--- config.mk ---
export PLATFORM = sky130hd
export DESIGN_NAME = mult_with_no_sm
export DESIGN_NICKNAME = d
export VERILOG_FILES = /design/src/rtl/mult_with_no_sm.sv
export SDC_FILE = /design/constraint.sdc
export NUM_CORES = 1
export LEC_CHECK = 0
export CAP_MARGIN = 25
export CELL_PAD_IN_SITES_DETAIL_PLACEMENT = 1
export CELL_PAD_IN_SITES_GLOBAL_PLACEMENT = 2
export CORE_ASPECT_RATIO = 2
export CORE_MARGIN = 2
export CORE_UTILIZATION = 29
export CTS_BUF_LIST = sky130_fd_sc_hd__clkbuf_4
export CTS_CLUSTER_SIZE = 10
export DETAILED_ROUTE_END_ITERATION = 8
export HOLD_SLACK_MARGIN = 0.05
export PLACE_DENSITY_LB_ADDON = 0.1
export SYNTH_ARGS = -nofsm -noshare
export SYNTH_HDL_FRONTEND = slang
export SYNTH_SLANG_ARGS = --single-unit
--- constraint.sdc ---
create_clock -name clk -period 2.4 [get_ports clk]
set_input_delay 0.6 -clock clk [delete_from_list [all_inputs] [get_ports clk]]
set_output_delay 0.6 -clock clk [all_outputs]
set_load 0.02 [all_outputs]
--- src/rtl/mult_with_no_sm.sv ---
// Signed radix-2 Booth multiplier datapath with no internal sequencer.
// An external controller drives mult_control each cycle and reads the Booth pair on Q_LSB.
module mult_with_no_sm #(
    parameter int N = 8
) (
    input  logic             clk,
    input  logic             rst,
    input  logic [N-1:0]     A,
    input  logic [N-1:0]     B,
    input  logic [4:0]       mult_control,
    output logic [1:0]       Q_LSB,
    output logic [2*N-1:0]   Y
);

    logic signed [N:0]   r_m;
    logic signed [N:0]   r_acc;
    logic [N-1:0]        r_q;
    logic                r_q1;
    logic [2*N-1:0]      r_y;

    logic                w_load;
    logic                w_add;
    logic                w_sub;
    logic                w_shift;
    logic                w_out_en;
    logic signed [N:0]   w_acc_arith;
    logic signed [N:0]   w_acc_next;
    logic [N-1:0]        w_q_next;
    logic                w_q1_next;

    assign w_load   = mult_control[0];
    assign w_add    = mult_control[1];
    assign w_sub    = mult_control[2];
    assign w_shift  = mult_control[3];
    assign w_out_en = mult_control[4];

    // Add and sub together cancel; the shift then acts on the post-arithmetic accumulator.
    always_comb begin
        w_acc_arith = r_acc;
        w_acc_next  = r_acc;
        w_q_next    = r_q;
        w_q1_next   = r_q1;
        case ({w_sub, w_add})
            2'b01:   w_acc_arith = r_acc + r_m;
            2'b10:   w_acc_arith = r_acc - r_m;
            default: w_acc_arith = r_acc;
        endcase
        w_acc_next = w_acc_arith;
        if (w_shift) begin
            w_acc_next = w_acc_arith >>> 1;
            w_q_next   = {w_acc_arith[0], r_q[N-1:1]};
            w_q1_next  = r_q[0];
        end
    end

    always_ff @(posedge clk) begin
        if (rst) begin
            r_m   <= '0;
            r_acc <= '0;
            r_q   <= '0;
            r_q1  <= 1'b0;
            r_y   <= '0;
        end else begin
            // Output capture uses pre-edge values, so it coexists with a load.
            if (w_out_en) begin
                r_y <= {r_acc[N-1:0], r_q};
            end
            if (w_load) begin
                r_m   <= {A[N-1], A};
                r_q   <= B;
                r_acc <= '0;
                r_q1  <= 1'b0;
            end else begin
                r_acc <= w_acc_next;
                r_q   <= w_q_next;
                r_q1  <= w_q1_next;
            end
        end
    end

    assign Q_LSB = {r_q[0], r_q1};
    assign Y     = r_y;

endmodule

## Word-level counts from Yosys, hierarchy flattened

Index checks and enable logic that the tools add are counted.

| word-level totals | value |
|---|---|
| latch bits | 0 |
| logic and storage cells | 15 |
| memories | 0 |
| memory bits (read-only) | 0 |
| RAM bits | 0 |
| output and inout port bits | 18 |
| bits in registers | 42 |
| input port bits | 23 |

| cells by class | value |
|---|---|
| reductions and logical operators | 2 |
| shifts and indexed selects | 0 |
| mux-type cells | 4 |
| add/subtract/negate cells | 2 |
| divide/modulo/power cells | 0 |
| bitwise gates (word level) | 0 |
| multiply operators | 0 |
| eq/ne operators | 2 |
| magnitude comparators | 0 |

Operator list:

| cell | number |
|---|---|
| two-way mux 8 bit | 3 |
| case mux 9 bit (2 select lines) | 1 |
| adder 9 x 8 -> 9 bit | 1 |
| subtractor 9 x 8 -> 9 bit | 1 |
| equality test 2 x 1 -> 1 bit, second input constant | 1 |
| equality test 2 bit, second input constant | 1 |
| nonzero test 2 bit | 1 |
| OR reduction 2 bit | 1 |

## Depth between registers and ports, before layout

| depth | value |
|---|---|
| depth after elaboration | 4 |
| mapped depth | 12 |

## Worst setup path after synthesis

OpenSTA, ideal clock, no wires.

| timing | value |
|---|---|
| kind | input port to flip-flop |
| start point | input port mult_control[1] |
| end point | register r_acc[7] |
| data arrival time | 2447 ps |
| stages | 11 |
| buffers on the path | 1 |
| slack | -179 ps |
| path through | inv_1 ha_1 buf_6 mux2i_1 fa_1 a211oi_2 o211ai_2 a211oi_2 a31o_1 xnor2_1 o22ai_1 |

| on the way | value |
|---|---|
| word-level cells in the longest chain between the ends | 3 |
| elaborated cells between the ends (all ways) | 4 |
| classes of those cells | eq/ne: 2; mux: 2 |

Ends and longest elaborated chain:

| what | RTL line | text |
|---|---|---|
| from (decl) | 10 | `input logic [4:0] mult_control,` |
| equality test 2 bit or equality test 2 x 1 -> 1 bit (tied branches) | 43 | `case ({w_sub, w_add})` |
| case mux 9 bit (2 select lines) (*) | 43 |  |
| two-way mux 8 bit (*) | 49 | `if (w_shift) begin` |
| to (signal assigned) | 74 | `r_acc <= w_acc_next;` |
| to (decl) | 16 | `logic signed [N:0] r_acc;` |

Every way passes the cells marked *; elsewhere a longest branch is shown, timed or not.
A chain may end at the register's enable or synchronous reset.

## Worst setup path in the final report

| timing | value |
|---|---|
| start point | register r_m[2] |
| end point | register r_acc[7] |

| on the way | value |
|---|---|
| word-level cells in the longest chain between the ends | 3 |
| elaborated cells between the ends (all ways) | 4 |
| classes of those cells | add/sub: 2; mux: 2 |

Ends and longest elaborated chain:

| what | RTL line | text |
|---|---|---|
| from (decl) | 15 | `logic signed [N:0] r_m;` |
| from (signal assigned) | 69 | `r_m <= {A[N-1], A};` |
| subtractor 9 x 8 -> 9 bit or adder 9 x 8 -> 9 bit (tied branches) | 45, 44 |  |
| case mux 9 bit (2 select lines) (*) | 43 |  |
| two-way mux 8 bit (*) | 49 |  |

Marks and branches as above.

==> results.yml <==
placement:
  dp_hpwl_mm: 4.978
  place_ws_ps: -789.8
  gp_congestion: 0.8257
  dp_cells: 384
  numPortBuffers: 40
setup_path:
  r2r_setup_slack_ps: 40
  cp_slowest_cell: "dfxtp_2"
  arrival_ps: 2620
  r2r_cells: 10
  required_ps: 2660
  worst_r2r_startpoint: "r_m[2]$_SDFFE_PP0P_"
  end_kind: "flip-flop"
  path_cells: "nor2_4 > a21oi_2 > xnor2_1 > ha_1 > o211ai_1 > o211ai_2 > a211oi_2 > a31o_1 > xnor2_2 > o22ai_1"
  critPathMaxFanout: 5
  critical_path_class: "reg2reg"
  start_kind: "flip-flop"
  rr_endpoint: "r_acc[7]$_SDFF_PP0_"
  max_stage_delay_ps: 410
sta:
  relSlewSlack_pct: 73.71
  hold_violations: 0
  rsz0062_at_grt: "true"
  layout_setup_ws_ps: 44.23
  min_period_ps: 2356
  worst_pin_slew_ps: 391.3
  holdWs_ps: 494.1
  setup_viol: 0
  fin_crit_sh_pct: 98.16
  max_freq_mhz: 424.5
  drv_slew: 0
  clock_skew_ps: 12.20
global_routing:
  grtUsageTotal_pct: 16.76
  grt_overflow: 0
  grt_pass1_wl_mm: 10.49
  grt_max_degree: 25
  first_global_vias: 2110
  antenna_found_initial: 0
cells_and_area:
  final_nets: 339
  antenna-diode-count: 0
  layout_common_cells: "50 x nor2_1, 39 x dfxtp_1, 38 x clkdlybuf4s50_1"
  mostFrequentLayoutCell: "nor2_1"
  area_delta_synth_final_pct: 41.81
  nFillCells: 869
  drive_gt1_share_pct: 24.59
  final_core_util_pct: 42.17
  final_cells: 397
clock_tree:
  cts_root_buf: "clkbuf_4"
  cts_sinks: 42
  cts_tree: "built"
  holdBufCountCts: 0
  numCtsBuffers: 5
  clkLatencyLatePin_ps: 360
  clock_path_buffers: 2
  htreeDepth: 2
  cts.clk_slew.worst_paths_ps: 130
logic_synthesis:
  ys.flop_type: "dfxtp_1"
  synthesis.nets: 274
  synth.distinct_cells: 39
  synth-async-reset-ratio_pct: 0
  synth_area_sq_um: 2161
  ys_seq_elements: 42
  netlist_instances: 240
  yosysSeqAreaShare_pct: 38.91
  synth_edf_count: 0
  yosys_warnings: 0
  avgSynthCellArea_sq_um: 9.003
detailed_routing:
  routed_wirelength_mm: 6.371
  route.detailed.drc: 0
  initialDrtViolationCount: 22
  wire_per_inst_um: 16.05
  via_per_inst: 4.839
  firstDrtPassIters: 4
  vias: 1921
  ant_nets: 0
floorplan:
  die_h_um: 126.1
  initial_core_util_pct: 29.73
  row_count: 44
  die-area_sq_um: 8199
  fp.dieW_um: 65.04
  io_pins: 41
  core_area_sq_um: 7267
job:
  drv_cap: 0
min_path:
  min_to: "r_q1$_SDFFE_PP0P_"
  hold_class: "reg2reg"
  worstHoldStart: "r_q1$_SDFFE_PP0P_"
  min_path_cells: 1
outcome:
  status: "finished, final reports clean"
pwr:
  p_per_area_nw_per_um2: 595.5
  cellLeakagePower_nw: 1.258
  ir_drop_mv: 0.4364
==> worst max path at each step <==
stage | startpoint | to | slack [ps] | depth (start not counted)
after global routing | r_m[1]$_SDFFE_PP0P_ | r_acc[7]$_SDFF_PP0_ | -100 | 11
after global placement | mult_control[1] | r_acc[7]$_SDFF_PP0_ | -770 | 11
after detailed placement | mult_control[1] | r_acc[5]$_SDFF_PP0_ | -790 | 11
after CTS | r_m[0]$_SDFFE_PP0P_ | r_acc[7]$_SDFF_PP0_ | 9 | 11
after floorplan | mult_control[1] | r_acc[7]$_SDFF_PP0_ | -40 | 12
final | r_m[2]$_SDFFE_PP0P_ | r_acc[7]$_SDFF_PP0_ | 40 | 10
==> metal layers <==
metal  vias up  part of all wire [%]  track usage [%]
met1       921                    35            16.55
li1        960                     -                -
met4         0                   2.7            6.005
met5         -                     0                0
met2        31                    60            33.23
met3         9                   2.6            2.946
==> cell usage after synthesis, types with 2 or more instances <==
master	number	share of area, %
o21ai_0	4	0.93
clkbuf_1	7	1.2
nand2b_1	3	0.87
inv_1	6	1.0
mux2i_1	35	16
xor2_1	3	1.2
o221ai_1	2	0.81
a211oi_2	2	1.2
buf_4	2	0.69
o22ai_1	5	1.4
dfxtp_1	42	39
a31oi_1	2	0.58
nor3_1	6	1.4
ha_1	10	5.8
nor2_1	53	9.2
mux2_2	2	1.0
a21oi_1	17	3.9
buf_2	5	1.2
xnor2_1	10	4.1
nand2_1	5	0.87
==> metrics by stage <==
stage / TNS, ps / cell area, sq um / total power, W
floorplan: -41.39 / 2191 / 0.001162
global placement: -5039 / 2835 / 0.001389
detailed placement: -5178 / 2835 / 0.001393
CTS: 0 / 2960 / 0.001805
global route: -199.7 / 3064 / 0.001948
finish: 0 / 3064 / 0.001825
==> registers in the layout (all words and copies together) (netlist names) <==
| signal | flops |
|---|---|
| r_acc | 9 |
| r_m | 8 |
| r_q | 8 |
| r_q1 | 1 |
| Y | 16 |
==> area by class of cell <==
class / count / area, sq um / area share (%)
clock buffers: 7 / 52.55 / 1.715
inverters: 6 / 30.03 / 0.9800
multi-input cells: 176 / 1360 / 44.39
flip-flops and latches: 42 / 849.6 / 27.73
well taps: 92 / 115.1 / 3.757
repair buffers: 74 / 656.9 / 21.44
==> critical path, delay by kind of cell (launching register included) <==
family,cells,cell delay (ps)
simple gates,1,230
fa+ha+maj,1,370
flops,1,410
xor+xnor,2,330
compound gates,6,910
==> cell families (layout without fill, tap and decap cells) <==
family	Yosys count	after routing	share of synthesized area, %
buf+inv	22	87	4.806
flops	42	42	38.91
xor+xnor	13	13	5.269
compound gates	43	43	13.20
mux	37	37	17.26
fa+ha+maj	11	11	6.717
simple gates	72	72	13.84
==> power breakdown <==
group | internal (W) | switching, W | total [W]
Clock | 0.000133 | 0.000232 | 0.000365
Combinational | 0.000351 | 0.000328 | 0.000679
Sequential | 0.000738 | 0.0000425 | 0.000780
==> repair_timing <==
item	in CTS	in global routing
resized for setup	20	23
endpoints found under the setup margin	7	5
pin swaps	8	21
buffers inserted	3	3
(Power assumes the default switching activity.)
